## src/rtl/ssd_scroll_word.sv

```systemverilog
// Scrolling 4-digit common-anode seven-segment driver: ASCII message -> multiplexed SEG/AN/DP pins.
// Latency: one cycle from any counter/pos/msg change to the registered pins.
// Backpressure: none; the scan runs freely and load/scroll_en are sampled every cycle.
module ssd_scroll_word #(
    parameter int MSG_CHARS  = 8,
    parameter int SCAN_DIV   = 100000,
    parameter int SCROLL_DIV = 25000000,
    parameter int GUARD      = 2
) (
    input  logic                   CLK,
    input  logic                   RST,
    input  logic [8*MSG_CHARS-1:0] word,
    input  logic                   load,
    input  logic                   scroll_en,
    input  logic [3:0]             dp_mask,
    output logic [6:0]             SEG,
    output logic [3:0]             AN,
    output logic                   DP,
    output logic                   wrap
);

    // Counter and index widths; MSG_CHARS >= 4 keeps PW >= 2.
    localparam int PW  = $clog2(MSG_CHARS);
    localparam int SCW = (SCAN_DIV > 1) ? $clog2(SCAN_DIV) : 1;
    localparam int SRW = (SCROLL_DIV > 1) ? $clog2(SCROLL_DIV) : 1;

    localparam logic [PW-1:0]          POS_LAST    = PW'(MSG_CHARS - 1);
    localparam logic [PW:0]            MSG_LEN     = (PW+1)'(MSG_CHARS);
    localparam logic [SCW-1:0]         SCAN_LAST   = SCW'(SCAN_DIV - 1);
    localparam logic [SCW-1:0]         GUARD_END   = SCW'(GUARD);
    localparam logic [SRW-1:0]         SCROLL_LAST = SRW'(SCROLL_DIV - 1);
    localparam logic [8*MSG_CHARS-1:0] MSG_BLANK   = {MSG_CHARS{8'h20}};

    // Architectural state
    logic [8*MSG_CHARS-1:0] msg_q,    msg_d;
    logic [PW-1:0]          pos_q,    pos_d;
    logic [1:0]             digit_q,  digit_d;
    logic [SCW-1:0]         scan_q,   scan_d;
    logic [SRW-1:0]         scroll_q, scroll_d;

    // Registered pins
    logic [6:0] seg_q, seg_d;
    logic [3:0] an_q,  an_d;
    logic       dp_q,  dp_d;
    logic       wrap_q, wrap_d;

    // Datapath intermediates
    logic       scroll_step;
    logic       in_guard;
    logic [1:0] digit_off;
    logic [PW:0] char_sum;
    logic [PW:0] char_sel;
    logic [7:0]  cur_char;

    // ASCII -> lit segments {g,f,e,d,c,b,a}; letters are folded to lower case first.
    function automatic logic [6:0] glyph_lit(input logic [7:0] ch);
        logic [7:0] c;
        logic [6:0] lit;
        c = ((ch >= 8'h41) && (ch <= 8'h5A)) ? (ch + 8'h20) : ch;
        case (c)
            "0":     lit = 7'b0111111;
            "1":     lit = 7'b0000110;
            "2":     lit = 7'b1011011;
            "3":     lit = 7'b1001111;
            "4":     lit = 7'b1100110;
            "5":     lit = 7'b1101101;
            "6":     lit = 7'b1111101;
            "7":     lit = 7'b0000111;
            "8":     lit = 7'b1111111;
            "9":     lit = 7'b1101111;
            "a":     lit = 7'b1110111;
            "b":     lit = 7'b1111100;
            "c":     lit = 7'b0111001;
            "d":     lit = 7'b1011110;
            "e":     lit = 7'b1111001;
            "f":     lit = 7'b1110001;
            "g":     lit = 7'b0111101;
            "h":     lit = 7'b1110100;
            "i":     lit = 7'b0010000;
            "j":     lit = 7'b0001110;
            "l":     lit = 7'b0111000;
            "m":     lit = 7'b1010101;
            "n":     lit = 7'b1010100;
            "o":     lit = 7'b1011100;
            "p":     lit = 7'b1110011;
            "r":     lit = 7'b1010000;
            "s":     lit = 7'b1101101;
            "t":     lit = 7'b1111000;
            "u":     lit = 7'b0011100;
            "y":     lit = 7'b1101110;
            "-":     lit = 7'b1000000;
            "_":     lit = 7'b0001000;
            " ":     lit = 7'b0000000;
            default: lit = 7'b1001001;  // a, d, g: unknown-character marker
        endcase
        return lit;
    endfunction

    // Digit scan: slot counter and digit rotation; untouched by load.
    always_comb begin
        scan_d  = scan_q;
        digit_d = digit_q;
        if (scan_q == SCAN_LAST) begin
            scan_d  = '0;
            digit_d = digit_q + 2'd1;
        end else begin
            scan_d = scan_q + SCW'(1);
        end
    end

    // Message capture and scroll; a load wins over a coincident scroll step.
    always_comb begin
        msg_d       = msg_q;
        pos_d       = pos_q;
        scroll_d    = scroll_q;
        scroll_step = scroll_en && (scroll_q == SCROLL_LAST);
        wrap_d      = 1'b0;
        if (load) begin
            msg_d    = word;
            pos_d    = '0;
            scroll_d = '0;
        end else if (scroll_en) begin
            if (scroll_step) begin
                scroll_d = '0;
                pos_d    = (pos_q == POS_LAST) ? '0 : (pos_q + PW'(1));
                wrap_d   = (pos_q == POS_LAST);
            end else begin
                scroll_d = scroll_q + SRW'(1);
            end
        end
    end

    // Pick the character for the digit being scanned: index (pos + 3 - digit) mod MSG_CHARS.
    always_comb begin
        digit_off = 2'd3 - digit_q;
        char_sum  = {1'b0, pos_q} + (PW+1)'(digit_off);
        char_sel  = (char_sum >= MSG_LEN) ? (char_sum - MSG_LEN) : char_sum;
        cur_char  = 8'h20;
        for (int i = 0; i < MSG_CHARS; i++) begin
            if (char_sel == (PW+1)'(i)) begin
                cur_char = msg_q[8*(MSG_CHARS-1-i) +: 8];
            end
        end
    end

    // Pin values: everything blanked during the guard window at the start of each slot.
    always_comb begin
        in_guard = (scan_q < GUARD_END);
        an_d     = 4'hF;
        seg_d    = 7'h7F;
        dp_d     = 1'b1;
        if (!in_guard) begin
            an_d  = ~(4'b0001 << digit_q);
            seg_d = ~glyph_lit(cur_char);
            dp_d  = ~dp_mask[digit_q];
        end
    end

    // State and pin registers with synchronous reset.
    always_ff @(posedge CLK) begin
        if (RST) begin
            msg_q    <= MSG_BLANK;
            pos_q    <= '0;
            digit_q  <= '0;
            scan_q   <= '0;
            scroll_q <= '0;
            seg_q    <= 7'h7F;
            an_q     <= 4'hF;
            dp_q     <= 1'b1;
            wrap_q   <= 1'b0;
        end else begin
            msg_q    <= msg_d;
            pos_q    <= pos_d;
            digit_q  <= digit_d;
            scan_q   <= scan_d;
            scroll_q <= scroll_d;
            seg_q    <= seg_d;
            an_q     <= an_d;
            dp_q     <= dp_d;
            wrap_q   <= wrap_d;
        end
    end

    assign SEG  = seg_q;
    assign AN   = an_q;
    assign DP   = dp_q;
    assign wrap = wrap_q;

endmodule

```

## config.mk

```make
export PLATFORM = sky130hd
export DESIGN_NAME = ssd_scroll_word
export DESIGN_NICKNAME = d
export VERILOG_FILES = /design/src/rtl/ssd_scroll_word.sv
export SDC_FILE = /design/constraint.sdc
export NUM_CORES = 1
export LEC_CHECK = 0
export BUFFER_PORTS_ARGS = -buffer_cell sky130_fd_sc_hd__buf_4
export CAP_MARGIN = 20
export CORE_UTILIZATION = 62
export CTS_CLUSTER_SIZE = 12
export DETAILED_ROUTE_END_ITERATION = 8
export PLACE_DENSITY = 0.92
export SLEW_MARGIN = 20
export SYNTH_ARGS = -nofsm -noshare
export SYNTH_HDL_FRONTEND = slang
export SYNTH_SLANG_ARGS = --single-unit
```

## constraint.sdc

```tcl
create_clock -name CLK -period 9.4 [get_ports CLK]
set_clock_uncertainty 0.1 [all_clocks]
set_input_delay 1.41 -clock CLK [delete_from_list [all_inputs] [get_ports CLK]]
set_output_delay 1.41 -clock CLK [all_outputs]
set_load 0.02 [all_outputs]
```

; ---- After elaboration in Yosys (flattened, before gate mapping)
; Memory sizes are Yosys's and may differ from the RTL's.
; Cells that the tools add are included.
[totals]
reg_bits = 124
romBits = 896
in_bits = 72
output_inout_bits = 13
mem_count = 1
[memory_table]
columns = memory, words, word_bits, rd, rd_clocked_by_memory_dff, write_ports, line_no
row1 = (no name shown), 128, 7, 1, 0, 0, 60  ; case (c)
[op_classes]
addsub = 8
n_lt_le_gt_ge = 5
eq_ne = 10
shifts = 1
n_mux = 16
n_bitwise = 5
n_reduce_logical = 8
[op_table]
columns = cell, n
row1 = $mux W8, 9
row2 = $add A25 B1 Y25 const B, 1
row3 = $eq A25 B25 Y1 const B, 1
row4 = $mux W25, 1
row5 = $add A17 B1 Y17 const B, 1
row6 = $eq A17 B17 Y1 const B, 1
row7 = $lt A17 B2 Y1 const B, 1
row8 = $eq A4 B3 Y1 const B, 4
row9 = $mux W7, 2
row10 = $add A8 B6 Y8 const B, 1
row11 = $eq A4 B2 Y1 const B, 2
row12 = $ge A8 B7 Y1 const B, 1
row13 = $le A8 B7 Y1 const B, 1
row14 = $not A7 Y7, 1
row15 = $reduce_or A2 Y1, 3
row16 = $add A3 B2 Y4, 1
row17 = $eq A4 B1 Y1 const B, 1
row18 = $ge A4 B4 Y1 const B, 1
row19 = $logic_not A4 Y1, 1
row20 = $mux W4, 1
row21 = $not A4 Y4, 1
row22 = $reduce_or A4 Y1, 1
row23 = $shl A1 B2 Y4 const A, 1
row24 = $sub A4 B4 Y4 const B, 1
row25 = other kinds (11), 14

; ---- Logic depth before layout (Yosys ltp)
; An unclocked memory read counts as a cell.
[logic_depth]
depth_word = 20
ltp_mapped = 18
mapped_depth_nobuf = 15

; ---- Least setup slack after synthesis
; OpenSTA, ideal clock, no wires.
[synth_timing]
kind = reg2reg
start = register digit_q[0]
end = register seg_q[6] (netlist: SEG[6])
setup_time_ns = 0.127
t_arrival_ns = 3.854
required_ns = 9.173
setup_slack_ns = 5.319
stages_incl_launch_ff = 18
n_path_buf = 2
synth_period_minus_slack_ns = 4.081
path_cell_list = dfxtp_1 > inv_1 > ha_1 > fa_1 > buf_2 > inv_1 > and3_1 > o41ai_4 > and2_1 > clkbuf_1 > inv_1 > ha_1 > or2_2 > o211ai_1 > a22oi_4 > a32oi_1 > nor4_1 > or3_1
[synth_via]
elab_chain_len = 20
word_cells_on_any_way = 30
cone_classes = add/sub: 4 / order compare: 3 / eq/ne: 7 / mux: 12 / bitwise: 1 / reduce/logical: 2 / memory: 1
[synth_rtl]
columns = element, line_no
row1 = start: declaration, 37  ; logic [1:0] digit_q, digit_d;
row2 = start signal: assignment, 174  ; digit_q <= digit_d;
row3 = $sub A2 B2 Y2 *, 135  ; digit_off = 2'd3 - digit_q;
row4 = net digit_off[0], 50  ; logic [1:0] digit_off;
row5 = $add A3 B2 Y4 *, 136  ; char_sum = {1'b0, pos_q} + (PW+1)'(digit_off);
row6 = $sub A4 B4 Y4 or $ge A4 B4 Y1 (tied branches), 137  ; char_sel = (char_sum >= MSG_LEN) ? (char_sum - MSG_LEN) : char_sum;
row7 = $mux W4 *, 137
row8 = $logic_not A4 Y1, 140  ; if (char_sel == (PW+1)'(i)) begin
row9 = $mux W8 (7 in a row), 140
row10 = $mux W8 *, 140
row11 = $ge A8 B7 Y1 or $le A8 B7 Y1 (tied branches), 59  ; c = ((ch >= 8'h41) && (ch <= 8'h5A)) ? (ch + 8'h20) : ch;
row12 = $logic_and A1 B1 Y1, 59
row13 = $mux W8 *, 59
row14 = $mem_v2 Z128 W7, -
row15 = $mux W7 *, 60
row16 = $mux W7 *, 152  ; if (!in_guard) begin
row17 = $not A7 Y7 *, 154  ; seg_d = ~glyph_lit(cur_char);
row18 = end signal: assignment, 177  ; seg_q <= seg_d;
row19 = end: declaration, 42  ; logic [6:0] seg_q, seg_d;
; Mark *: on every way through the listed nets, which the timed path passes. The rest lies on a longest branch. The select of a mux whose other input is x is not followed.
; A chain may end at the register's enable or synchronous reset.

; ---- Worst setup path after layout
; Ends and elaborated chain as after synthesis.

==> summary.md <==
| Metric | Value |
|---|---|
| Die area | `~11000 um2` |
| # port buffers | `84` |
| Least-Margin Pin Slew | `1.105 ns` |
| Final min period | `~5 ns` |
| GR Util All Layers | `0.3043` |
| Final setup viols | `0` |
| Worst path cell trace | `inv_1 > ha_1 > fa_1 > xnor2_2 > a21oi_1 > o41ai_4 > and2_1 > inv_1 > ha_1 > or2_2 > o211ai_1 > a22oi_4 > a32oi_1 > nor4_1 > or3_1` |
| Total grt overflow | `0` |
| Crit. End Element | `flip-flop` |
| Post-synth ARST share | `0` |
| Mapped Area | `between 6000 and 7000 um2` |
| # DRC | `0` |
| H-tree lvl count | `4` |
| CTS tree | `done` |
| Worst r2r src | `digit_q[0]` |
| Register area share after synthesis | `0.3941` |
| Crit path to | `SEG[6]` |
| Clock Root Buffer | `clkbuf_8` |
| Post-cts sizing count | `0` |
| # Max-Cap Violations | `0` |
| Worst path arrival time | `around 5.3 ns` |
| Leak | `between 0.003 and 0.004 uW` |
| Final WL | `around 15 mm` |
| Max Fclk | `around 200 MHz` |
| CTS Sinks | `around 120` |
| Pre-CTS WS | `~4.5 ns` |
| Slowest cell on the critical path | `xnor2_2` |
| Post-CTS Repair Setup Buffers | `0` |
| Core Area | `~9800 um2` |
| Largest net degree at the start of global routing | `74` |
| Syn Area/Cell | `about 9 um2` |
| CP startpoint kind | `flip-flop` |
| Via density | `5.914` |
| Io pins | `85` |
| Status | `finished clean` |
| Slew Limit Fails | `0` |
| Max stage delay on crit path | `between 0.8 and 0.9 ns` |
| Die Ht | `102.8 um` |
| Setup_tns | `0 ns` |
| Reg power frac | `0.440` |
| Yosys reg bits | `between 100 and 150` |
| Cell internal pwr | `approximately 960 uW` |
| Final Hold Fails | `0` |
| CTS Buf Count | `17` |
| Synth Warn # | `0` |
| Psw | `312.1 uW` |
| Cell Pwr Density | `171.1 nW/um2` |
| Unrepaired setup endpoints after global routing | `no` |
| WL/cell | `about 17 um` |
| GR Layer Usage met3 | `0.08407` |
| Max Root-Sink Buffers | `2` |
| Syn nets | `between 700 and 800` |
| Post-route ant nets | `0` |
| Crit Reg-Reg Endpoint | `SEG[6]` |
| Vias after detailed routing | `between 5k and 6k` |
| DRT Pass-1 Iters | `5` |
| Setup WS post-layout | `4.416 ns` |
| Die X-Extent | `102.8 um` |
| Worst VDD drop | `approximately 0.14 mV` |
| Antenna Cells | `0` |
| Worst R2R Path Depth | `15` |
| Tightest Hold Check Type | `reg2reg` |
| Global-route met1 utilization | `0.3537` |
| Clock-pin slew of the registers on the worst-case setup and hold paths | `roughly 0.060 ns` |
| Share of layout cells above drive strength 1 | `0.1815` |
| Num rows | `36` |
| Hold buffers post-CTS | `0` |
| Worst hold margin | `between 0.3 and 0.4 ns` |
| Critical path launch point | `digit_q[0]` |
| Number of synthesized flops with an enable pin | `0` |
| Worst skew pair latency | `0.54 ns` |
| Post-detail-place hpwl | `a little over 10 mm` |
| Area growth from synthesis to layout | `17.98%` |
| Relative slew slack | `0.2631` |
| Final Cycle Share | `0.5302` |
| Antenna violations before repair | `0` |
| First-pass GRT wire length | `approximately 24 mm` |
| Switch share | `0.2455` |
| Starting Density | `0.6414` |
| Initial DRC Count | `about 350` |
| Net count, final | `~860` |
| Reg2Reg Setup Slack | `about 4.4 ns` |
| Unique masters post-synth | `70` |
| Most common cell after layout, fill and taps aside | `dfxtp_1` |
| Main flop type after synthesis | `dfxtp_1` |
| GPL Wtd Cong | `~1` |
| CP max FO | `20` |
| Cells after synthesis | `701` |
| Met2 Use GR | `0.5313` |
| Vias in the first global route | `roughly 5.2k` |
| Critical path data required time | `roughly 10 ns` |
| Global route hottest layer | `met2` |
| Most frequent cells in the layout | `dfxtp_1 (124), nor2_1 (116), buf_4 (87)` |
| Logic pwr share | `0.108` |
| CP Class | `reg2reg` |
| Clock power share | `0.451` |
## power groups by stage
stage          registers (uW)  logic (uW)  clock network (uW)
3_5_place_dp              570         135                   0
4_1_cts                   559         137                 575
6_report                  560         138                 574
3_3_place_gp              569         133                   0
2_1_floorplan             568        87.4                   0
5_1_grt                   561         150                 603
## logic make-up (layout without fill, tap and decap cells)
kind of cell	after synthesis	count (layout)	share of synthesized area
AND/OR/NAND/NOR	286	286	0.2187
flip-flops	124	124	0.3941
XOR/XNOR	36	36	0.05125
AO/OA/AOI/OAI	99	99	0.1178
buffers and inverters	57	133	0.04350
multiplexers	81	81	0.1377
adder cells (fa/ha/maj)	18	18	0.03695
## worst min path at each step
stage	start	to	slack, ns	cells past startpoint
global placement	scan_q[0]	scan_q[0]	0.33	1
global route	scan_q[0]	scan_q[0]	0.39	1
CTS	scan_q[0]	scan_q[0]	0.37	1
finish	scan_q[0]	scan_q[0]	0.37	1
floorplan	scan_q[0]	scan_q[0]	0.32	1
detailed placement	scan_q[0]	scan_q[0]	0.37	1
## cell type report
cell class	instances	area, um2
well taps	133	166.4
flip-flops and latches	124	2482
inverters	16	60.06
fillers	692	2389
clock inverters	6	38.79
clock buffers	24	480.5
repair buffers	87	653.1
multi-input cells	520	3550
## registers in the layout (all words and copies together) (netlist names)
name / cells
AN: 4
pos_q: 3
wrap: 1
digit_q: 2
DP: 1
scroll_q: 25
SEG: 7
msg_q: 64
scan_q: 17
## Yosys cell counts, types with 5 or more instances
| cell type | number | area share |
|---|---|---|
| buf_1 | 6 | 0.0036 |
| buf_4 | 8 | 0.0095 |
| nor3b_1 | 5 | 0.0060 |
| buf_2 | 6 | 0.0048 |
| nor3_1 | 10 | 0.0079 |
| mux2i_1 | 72 | 0.11 |
| nand2b_1 | 10 | 0.0099 |
| clkbuf_1 | 18 | 0.011 |
| nor2_1 | 116 | 0.069 |
| inv_1 | 16 | 0.0095 |
| nor2b_1 | 10 | 0.0099 |
| nor4_1 | 5 | 0.0050 |
| a211o_1 | 8 | 0.011 |
| o221ai_1 | 6 | 0.0083 |
| nand3_1 | 27 | 0.021 |
| xor2_1 | 24 | 0.033 |
| a21oi_1 | 25 | 0.020 |
| ha_1 | 17 | 0.034 |
| mux2_2 | 5 | 0.0089 |
| and3_1 | 9 | 0.0089 |
| nand4_1 | 11 | 0.011 |
| dfxtp_1 | 124 | 0.39 |
| xnor2_1 | 11 | 0.015 |
| or3_1 | 14 | 0.014 |
| o21ai_0 | 18 | 0.014 |
| nand2_1 | 47 | 0.028 |
## per-layer routing
layer	up-vias	wire length, um
met2	203	7592
met5	-	0
met4	0	431
li1	2598	-
met3	43	895
met1	2538	6523
## stage by stage
stage               cell area [um2]  utilization  power, uW  instances
floorplan                      6299            -      655.5        701
finish                         7431       0.7568       1271        910
global route                   7431       0.7568       1314        910
CTS                            7431       0.7568       1271        910
detailed placement             6912       0.7039      705.0        880
global placement               6912       0.7039      701.6        880
## worst max-delay path, delay by kind of cell, from the launching register on
kind	cells	cell delay, ns
buffers and inverters	2	0.26
DFF	1	0.39
adders and majority gates	3	0.94
and+or+nand+nor	4	1.06
AOI/OAI and AO/OA	5	1.27
xor gates and xnor gates	1	0.82
No activity file was read; power rests on OpenSTA's default activity.
